$ cat config.mk
export PLATFORM = sky130hd
export DESIGN_NAME = jtag_scan_sequencer
export DESIGN_NICKNAME = d
export VERILOG_FILES = /design/src/rtl/jtag_scan_sequencer.sv
export SDC_FILE = /design/constraint.sdc
export NUM_CORES = 1
export LEC_CHECK = 0
export ABC_CLOCK_PERIOD_IN_PS = 4600
export BUFFER_PORTS_ARGS = -buffer_cell sky130_fd_sc_hd__buf_2
export CAP_MARGIN = 20
export CORE_MARGIN = 2
export CORE_UTILIZATION = 45
export DETAILED_ROUTE_END_ITERATION = 12
export SLEW_MARGIN = 0
export SYNTH_ARGS = -nofsm -noshare
export SYNTH_HDL_FRONTEND = slang
export SYNTH_SLANG_ARGS = --single-unit
$ cat constraint.sdc
create_clock -name clk -period 4.6 [get_ports clk]
set_input_delay 0.69 -clock clk [delete_from_list [all_inputs] [get_ports clk]]
set_output_delay 0.69 -clock clk [all_outputs]
set_load 0.01 [all_outputs]
$ cat src/rtl/jtag_scan_sequencer.sv
// jtag_scan_sequencer
//   On-chip JTAG master running from the system clock. Accepts scan commands
//   (TAP reset, shift IR, shift DR, idle TCKs) over a valid/ready port, drives
//   tck/tms/tdi to the TAP and returns the tdo bits captured during the shift.
//
// Ports
//   clk, rst_n           system clock (rising edge), async active-low reset
//   cmd_valid/cmd_ready  command handshake; cmd_ready only when idle
//   cmd_type             00 TAP reset, 01 shift IR, 10 shift DR, 11 idle TCKs
//   cmd_len              shift length / idle TCK count
//   cmd_data             bits to shift, LSB first
//   rsp_valid            one-clk completion pulse (no back-pressure)
//   rsp_data, rsp_err    captured tdo bits / illegal-length flag, held
//   tck, tms, tdi        registered JTAG outputs
//   tdo                  JTAG input, already synchronous to clk
module jtag_scan_sequencer #(
  parameter  int unsigned DATA_W  = 32,
  parameter  int unsigned TCK_DIV = 2,
  localparam int unsigned LEN_W   = $clog2(DATA_W + 1)
) (
  input  logic              clk,
  input  logic              rst_n,
  input  logic              cmd_valid,
  output logic              cmd_ready,
  input  logic [1:0]        cmd_type,
  input  logic [LEN_W-1:0]  cmd_len,
  input  logic [DATA_W-1:0] cmd_data,
  output logic              rsp_valid,
  output logic [DATA_W-1:0] rsp_data,
  output logic              rsp_err,
  output logic              tck,
  output logic              tms,
  output logic              tdi,
  input  logic              tdo
);

  localparam int unsigned PH_W  = $clog2(2 * TCK_DIV);
  localparam int unsigned CNT_W = LEN_W + 3;
  localparam int unsigned IDX_W = $clog2(DATA_W);

  localparam logic [PH_W-1:0] PH_LAST     = PH_W'(2 * TCK_DIV - 1);
  localparam logic [PH_W-1:0] PH_HIGH     = PH_W'(TCK_DIV);
  localparam logic [PH_W-1:0] PH_PRE_RISE = PH_W'(TCK_DIV - 1);

  typedef enum logic [2:0] {
    S_BOOT, S_IDLE, S_PRE, S_SHIFT, S_POST, S_RESP
  } state_e;

  typedef enum logic [1:0] {
    CMD_TAP_RESET = 2'b00,
    CMD_SHIFT_IR  = 2'b01,
    CMD_SHIFT_DR  = 2'b10,
    CMD_IDLE      = 2'b11
  } cmd_e;

  state_e            state_q, state_d;
  logic [PH_W-1:0]   phase_q, phase_d;
  logic [CNT_W-1:0]  cnt_q, cnt_d;
  cmd_e              type_q, type_d;
  logic [LEN_W-1:0]  len_q, len_d;
  logic [DATA_W-1:0] data_q, data_d;
  logic [DATA_W-1:0] cap_q, cap_d;
  logic              err_q, err_d;
  logic              boot_q, boot_d;
  logic [DATA_W-1:0] rsp_data_q, rsp_data_d;
  logic              rsp_err_q, rsp_err_d;
  logic              tck_q, tck_d;
  logic              tms_q, tms_d;
  logic              tdi_q, tdi_d;

  logic              tck_done;
  logic              tck_rise;
  logic              finish;
  logic              is_scan_cmd;
  logic              scan_q;
  logic              active_d;
  logic [CNT_W-1:0]  pre_last;
  logic [CNT_W-1:0]  len_last_q;
  logic [CNT_W-1:0]  len_last_d;

  always_comb begin
    state_d    = state_q;
    phase_d    = phase_q;
    cnt_d      = cnt_q;
    type_d     = type_q;
    len_d      = len_q;
    data_d     = data_q;
    cap_d      = cap_q;
    err_d      = err_q;
    boot_d     = boot_q;
    rsp_data_d = rsp_data_q;
    rsp_err_d  = rsp_err_q;
    finish     = 1'b0;

    tck_done    = (phase_q == PH_LAST);
    tck_rise    = (phase_q == PH_PRE_RISE);
    is_scan_cmd = cmd_type[0] ^ cmd_type[1];
    scan_q      = (type_q == CMD_SHIFT_IR) || (type_q == CMD_SHIFT_DR);
    len_last_q  = CNT_W'(len_q) - CNT_W'(1);

    unique case (type_q)
      CMD_TAP_RESET: pre_last = CNT_W'(5);
      CMD_SHIFT_IR:  pre_last = CNT_W'(3);
      CMD_SHIFT_DR:  pre_last = CNT_W'(2);
      default:       pre_last = '0;
    endcase

    unique case (state_q)
      // BOOT reuses the TAP-reset preamble; boot_q suppresses its response.
      S_BOOT: begin
        state_d = S_PRE;
        type_d  = CMD_TAP_RESET;
        cnt_d   = '0;
        phase_d = '0;
        err_d   = 1'b0;
        boot_d  = 1'b1;
      end

      S_IDLE, S_RESP: begin
        if (state_q == S_RESP) state_d = S_IDLE;
        if (cmd_valid) begin
          type_d  = cmd_e'(cmd_type);
          len_d   = cmd_len;
          data_d  = cmd_data;
          cap_d   = '0;
          cnt_d   = '0;
          phase_d = '0;
          err_d   = is_scan_cmd && ((cmd_len == '0) || (cmd_len > LEN_W'(DATA_W)));
          // Illegal lengths park one clk in PRE (no tck activity) before RESP.
          if (err_d) begin
            state_d = S_PRE;
          end else if (cmd_e'(cmd_type) == CMD_IDLE) begin
            if (cmd_len == '0) begin
              state_d = S_RESP;
              finish  = 1'b1;
            end else begin
              state_d = S_SHIFT;
            end
          end else begin
            state_d = S_PRE;
          end
        end
      end

      S_PRE: begin
        if (err_q) begin
          state_d = S_RESP;
          finish  = 1'b1;
        end else begin
          phase_d = tck_done ? '0 : phase_q + PH_W'(1);
          if (tck_done) begin
            cnt_d = cnt_q + CNT_W'(1);
            if (cnt_q == pre_last) begin
              cnt_d = '0;
              if (type_q == CMD_TAP_RESET) begin
                if (boot_q) begin
                  state_d = S_IDLE;
                  boot_d  = 1'b0;
                end else begin
                  state_d = S_RESP;
                  finish  = 1'b1;
                end
              end else begin
                state_d = S_SHIFT;
              end
            end
          end
        end
      end

      S_SHIFT: begin
        phase_d = tck_done ? '0 : phase_q + PH_W'(1);
        if (tck_rise && scan_q) cap_d[cnt_q[IDX_W-1:0]] = tdo;
        if (tck_done) begin
          cnt_d = cnt_q + CNT_W'(1);
          if (cnt_q == len_last_q) begin
            cnt_d = '0;
            if (type_q == CMD_IDLE) begin
              state_d = S_RESP;
              finish  = 1'b1;
            end else begin
              state_d = S_POST;
            end
          end
        end
      end

      S_POST: begin
        phase_d = tck_done ? '0 : phase_q + PH_W'(1);
        if (tck_done) begin
          cnt_d = cnt_q + CNT_W'(1);
          if (cnt_q == CNT_W'(1)) begin
            cnt_d   = '0;
            state_d = S_RESP;
            finish  = 1'b1;
          end
        end
      end

      default: state_d = S_IDLE;
    endcase

    if (finish) begin
      rsp_err_d  = err_d;
      rsp_data_d = err_d ? '0 : cap_d;
    end

    // JTAG pins are registered from the next-state view so tms/tdi change on
    // the same edge that opens each tck low phase.
    len_last_d = CNT_W'(len_d) - CNT_W'(1);
    active_d   = !err_d && ((state_d == S_PRE) || (state_d == S_SHIFT) || (state_d == S_POST));
    tck_d      = 1'b0;
    tms_d      = tms_q;
    tdi_d      = tdi_q;
    if (active_d) begin
      tck_d = (phase_d >= PH_HIGH);
      tms_d = 1'b0;
      tdi_d = 1'b0;
      case (state_d)
        S_PRE: begin
          case (type_d)
            CMD_TAP_RESET: tms_d = (cnt_d < CNT_W'(5));
            CMD_SHIFT_IR:  tms_d = (cnt_d < CNT_W'(2));
            CMD_SHIFT_DR:  tms_d = (cnt_d == '0);
            default:       tms_d = 1'b0;
          endcase
        end
        S_SHIFT: begin
          tdi_d = data_d[cnt_d[IDX_W-1:0]];
          tms_d = (type_d != CMD_IDLE) && (cnt_d == len_last_d);
        end
        S_POST:  tms_d = (cnt_d == '0);
        default: tms_d = 1'b0;
      endcase
    end
  end

  always_ff @(posedge clk or negedge rst_n) begin
    if (!rst_n) begin
      state_q    <= S_BOOT;
      phase_q    <= '0;
      cnt_q      <= '0;
      type_q     <= CMD_TAP_RESET;
      len_q      <= '0;
      data_q     <= '0;
      cap_q      <= '0;
      err_q      <= 1'b0;
      boot_q     <= 1'b1;
      rsp_data_q <= '0;
      rsp_err_q  <= 1'b0;
      tck_q      <= 1'b0;
      tms_q      <= 1'b1;
      tdi_q      <= 1'b0;
    end else begin
      state_q    <= state_d;
      phase_q    <= phase_d;
      cnt_q      <= cnt_d;
      type_q     <= type_d;
      len_q      <= len_d;
      data_q     <= data_d;
      cap_q      <= cap_d;
      err_q      <= err_d;
      boot_q     <= boot_d;
      rsp_data_q <= rsp_data_d;
      rsp_err_q  <= rsp_err_d;
      tck_q      <= tck_d;
      tms_q      <= tms_d;
      tdi_q      <= tdi_d;
    end
  end

  assign cmd_ready = (state_q == S_IDLE) || (state_q == S_RESP);
  assign rsp_valid = (state_q == S_RESP);
  assign rsp_data  = rsp_data_q;
  assign rsp_err   = rsp_err_q;
  assign tck       = tck_q;
  assign tms       = tms_q;
  assign tdi       = tdi_q;

endmodule

After elaboration in Yosys (flattened, before gate mapping) --
Index checks and enable logic that the tools add are counted.
Word-level totals: flip-flop bits (word level) 124, output and inout port bits 38
Operators by class: $add $sub $neg 4, bitwise logic cells 1, equality and inequality tests 25, multiplexer cells 71, $lt $le $gt $ge 7, reductions and logical operators 20
Operator list (number):
- $mux 32 | 5
- $mux 9 | 8
- $pmux 32 s2 | 1
- $pmux 9 s5 | 1
- $mux 3 | 14
- $bwmux 32 | 1
- $eq 9x9->1 | 3
- $mux 1 | 24
- $pmux 3 s5 | 1
- $sub 6x1->7 const B | 2
- $eq 3x2->1 const B | 4
- $lt 5x6->1 const B | 2
- $mux 6 | 2
- $eq 2x2->1 const B | 5
- $ne 2x2->1 const B | 5
- $add 9x1->9 const B | 1
- $eq 3x3->1 const B | 3
- $eq 9x1->1 const B | 1
- $logic_not 9->1 | 1
- $lt 9x2->1 const B | 1
- $lt 9x3->1 const B | 1
- $pmux 3 s3 | 1
- $mux 2 | 4
- $pmux 2 s4 | 1
- other kinds (22) | 36

Logic depth before layout (Yosys ltp) --
depth in word-level cells 12, depth in mapped cells 14, gate-level depth less buffers 13

Least setup slack after synthesis --
OpenSTA, ideal clock, no wires.
path kind register to register, start register len_q[0], end register tdi_q (netlist: tdi), stages on the path, launching flop included 14, clock period less this slack 3.251 ns, path slack 1.349 ns, data arrival time 3.118 ns, cells stage by stage dfrtp_1 inv_1 ha_1 or3b_2 a211o_1 a211oi_2 nand4b_1 a22oi_4 buf_2 mux2_2 mux2i_1 mux2i_1 o211ai_1 o211ai_1
On the way: cells in the longest elaborated chain, start to end 9, elaborated cells between the ends (all ways) 17
Ends and longest elaborated chain:
- from (decl) | line 60 | logic [LEN_W-1:0] len_q, len_d;
- from (signal assigned) | line 259 | len_q <= len_d;
- $sub 6x1->7 (*) | line 99 | len_last_q = CNT_W'(len_q) - CNT_W'(1);
- $eq 9x9->1 (*) | line 176 | if (cnt_q == len_last_q) begin
- branches (longest 7 deep; another with $mux 9)
- to (signal assigned) | line 268 | tdi_q <= tdi_d;
- to (decl) | line 69 | logic tdi_q, tdi_d;
Mark *: on every way between the ends. The select of a mux whose other input is x is not followed. A chain may end at the register's enable or synchronous reset.

Worst setup path in the final report --
start register len_q[0], end register tdi_q (netlist: tdi)
On the way: elaborated cells between the ends (all ways) 17
RTL lines:
- $sub 6x1->7 | line 99
- $eq 9x9->1 | line 176
- $mux 9 | line 176
- $mux 9 | line 174 | if (tck_done) begin
- $pmux 9 s5 | line 108 | unique case (state_q)
- named net cnt_d[2] | line 58 | logic [CNT_W-1:0] cnt_q, cnt_d;
- $bmux 1 s5 | line 229 | tdi_d = data_d[cnt_d[IDX_W-1:0]];
- $mux 1 (not written as such) | line 229
- $mux 1 | line 219 | case (state_d)
The timed path passes the listed nets, and every way through them passes these cells. The select of a mux whose other input is x is not followed.

==> results.cfg <==
[outcome]
status = complete, no violations

[floorplanning]
die_w_um = 126.3
initial_utilization = 0.4614
io_pins = 82
die_area_um2 = 15950
std_cell_rows = 44
die_h_um = 126.3
core_area_um2 = 14590

[clocking]
clk_path_buf_depth = 2
numClockSinks = 124
root_buffer = clkbuf_16
cts.clk_slew.worst_paths_ns = 0.06
htreeDepth = 4
tritoncts = built
cts_resized = 0
cts_buffers = 17
clk-insertion-delay-late_ns = 0.42
cts_hold_buf = 0
cts_setup_buffers = 0

[place]
dpl.hpwl_um = 12420
placed_cells = 1020
portBuffers = 81
gp_congestion = 0.9234

[route]
vias = 6026
drt_first_pass_iters = 7
drcViolationCount = 0
drtAntennaViolNets = 0
avgRoutedWirePerCell_um = 17.19
via_per_inst = 5.728
routed_wirelength_um = 18090
dr.first_iter.drc_count = 516

[final_layout]
fillers = 1354
drive_gt1_frac = 0.1855
multi_input_area_um2 = 3336
nets = 912
seq_area_um2 = 3105
antennaDiodeCount = 0
synthToLayoutAreaGrowth_pct = 17.99
stdcell_count = 1052
layout_common_cells = 163 x nand2_1, 122 x dfrtp_1, 81 x o21ai_0
final_common_cell = nand2_1
utilization = 0.5444

[worst_setup_path]
crit_fanout = 11
critPathArrivalTime_ns = 4.06
worstPathRequired_ns = 4.94
endpoint_kind = register
start_kind = register
path_cells = inv_1, ha_1, or3b_2, a211o_1, a211oi_2, a31oi_1, or2_4, a221oi_2, buf_4, inv_2, mux2i_1, a311o_1, o211ai_1
path_class = register to register
max_stage_delay_ns = 0.46
worst_path_max_delay_cell = or3b_2

[yosys]
ys_async_sr_fraction = 1.000
yosys.cell_types.count = 70
syn_avg_cell_area_um2 = 8.532
syn_nets = 845
synth_flop_cell = dfrtp_1
ys_ff_latch = 124
synth_edf_count = 0
ys_warn_count = 0
seq_area_frac_synth = 0.4613
syn_inst = 789
syn_area_um2 = 6731

[sta]
fin_crit_sh = 0.8084
setup_viol = 0
final_hold_viol_count = 0
fin_skew_ns = 0.01013
slew_headroom = 0.3994
layout_min_cycle_time_ns = 3.719
tightestPinTransition_ns = 0.8940
rsz0062_at_grt = no
maxSlewViolCount = 0
tns_ns = 0
whs_ns = 0.1134
max_clock_freq_ghz = 0.2689

[global_routing]
grt_pass1_vias = 5848
grt_overflow_total = 0
grtUsageTotal = 0.2333
grt_max_degree = 83
antenna_found_initial = 0
grt_pass1_wl_um = 29680

[pwr]
leakage_nw = 3.777
power.density_nw_per_um2 = 645.6
irDropWorstVdd_v = 0.0003752

[hold_path]
hold_path.class = input pin to asynchronous set/reset pin

[flow_run]
drv_cap = 0
-- flip-flops by register name, indices dropped and copies added, names as in the netlist --
| signal | cells |
|---|---|
| rsp_err | 1 |
| data_q | 32 |
| tms | 1 |
| type_q | 2 |
| boot_q | 1 |
| phase_q | 2 |
| len_q | 6 |
| cnt_q | 9 |
| state_q | 3 |
| err_q | 1 |
| cap_q | 32 |
| tck | 1 |
| tdi | 1 |
| rsp_data | 32 |
-- path summary, 6_finish.rpt --
path                                 start      endpoint  slack [ns]  cells after the start
worst max-delay path              len_q[0]           tdi        0.88                     13
max in group asynchronous            rst_n     cap_q[22]        3.53                      3
worst max register to register    len_q[0]           tdi        0.88                     13
worst min register to register  data_q[13]    data_q[13]        0.47                      2
min in group clk                data_q[13]    data_q[13]        0.47                      2
worst min-delay path                 rst_n  rsp_data[26]        0.11                      1
-- layer usage --
metal  global-route usage  routed length [um]  vias up
li1                     -                   -     2872
met1               0.3384                8257     2898
met2               0.3498                8308      225
met3              0.04597                1127       31
met4              0.08468                 393        0
met5                    0                   0        -
-- worst max-delay path: cells and delay by family, from the launching register on --
family | cells | cell delay (ns)
fa+ha+maj | 1 | 0.24
flops | 1 | 0.43
compound gates | 6 | 1.57
mux | 1 | 0.13
buf+inv | 3 | 0.47
simple gates | 2 | 0.81
-- through the flow --
step	total power, mW	setup WS (ns)	instance area [um2]
final	5.128	0.8814	7943
after global routing	5.489	0.5293	7943
after CTS	5.145	0.9014	7915
after detailed placement	3.767	0.9362	7312
after global placement	3.727	1.068	7312
after floorplan	3.144	1.349	6731
-- report_power, final --
part           internal, mW  leakage [nW]  switching, mW
registers              1.44          1.60          0.220
logic                 0.831          1.87           1.28
clock network         0.867         0.299          0.488
-- synth_stat cells (2+ instances only) --
cell | number | area share
and2_1 | 6 | 0.0056
nand3b_1 | 3 | 0.0033
nor2b_1 | 6 | 0.0056
and3_1 | 10 | 0.0093
nor3_1 | 11 | 0.0082
mux2_1 | 4 | 0.0067
o2111ai_1 | 4 | 0.0052
a22oi_1 | 3 | 0.0033
o31ai_1 | 4 | 0.0045
buf_2 | 4 | 0.0030
or4_1 | 2 | 0.0022
a21oi_1 | 80 | 0.059
a21bo_2 | 2 | 0.0030
o21ai_1 | 2 | 0.0015
nand2_1 | 163 | 0.091
dfstp_2 | 2 | 0.0078
xor2_1 | 7 | 0.0091
a21o_1 | 3 | 0.0033
xnor2_1 | 14 | 0.018
mux2_2 | 6 | 0.010
nor2_1 | 48 | 0.027
or3b_2 | 4 | 0.0052
o21ai_0 | 81 | 0.060
nand4_1 | 9 | 0.0084
or3_1 | 4 | 0.0037
nor3b_1 | 2 | 0.0022
mux2i_1 | 12 | 0.018
o211ai_1 | 13 | 0.014
dfrtp_1 | 122 | 0.45
or2_2 | 3 | 0.0028
inv_1 | 25 | 0.014
buf_1 | 12 | 0.0067
ha_1 | 12 | 0.022
nand4b_1 | 2 | 0.0026
nand2b_1 | 15 | 0.014
nand3_1 | 15 | 0.011
clkbuf_1 | 35 | 0.020
a31oi_1 | 3 | 0.0028
a211o_1 | 2 | 0.0026
nor4_1 | 4 | 0.0037
-- cell families (layout without fill, tap and decap cells) --
kind of cell / Yosys count / count (layout) / share of synthesized area
simple gates: 315 / 315 / 0.2169
compound gates: 217 / 217 / 0.1928
flops: 124 / 124 / 0.4613
buf+inv: 78 / 157 / 0.04480
mux: 22 / 22 / 0.03457
xor+xnor: 21 / 21 / 0.02732
fa+ha+maj: 12 / 12 / 0.02230
-- layout make-up --
type | instances | area share
clock buffers | 22 | 0.06222
clock inverters | 9 | 0.01371
inverters | 26 | 0.01229
multi-input cells | 587 | 0.4200
flip-flops and latches | 124 | 0.3910
well taps | 184 | 0.02899
repair buffers | 100 | 0.07183
No activity file was read; power rests on OpenSTA's default activity.
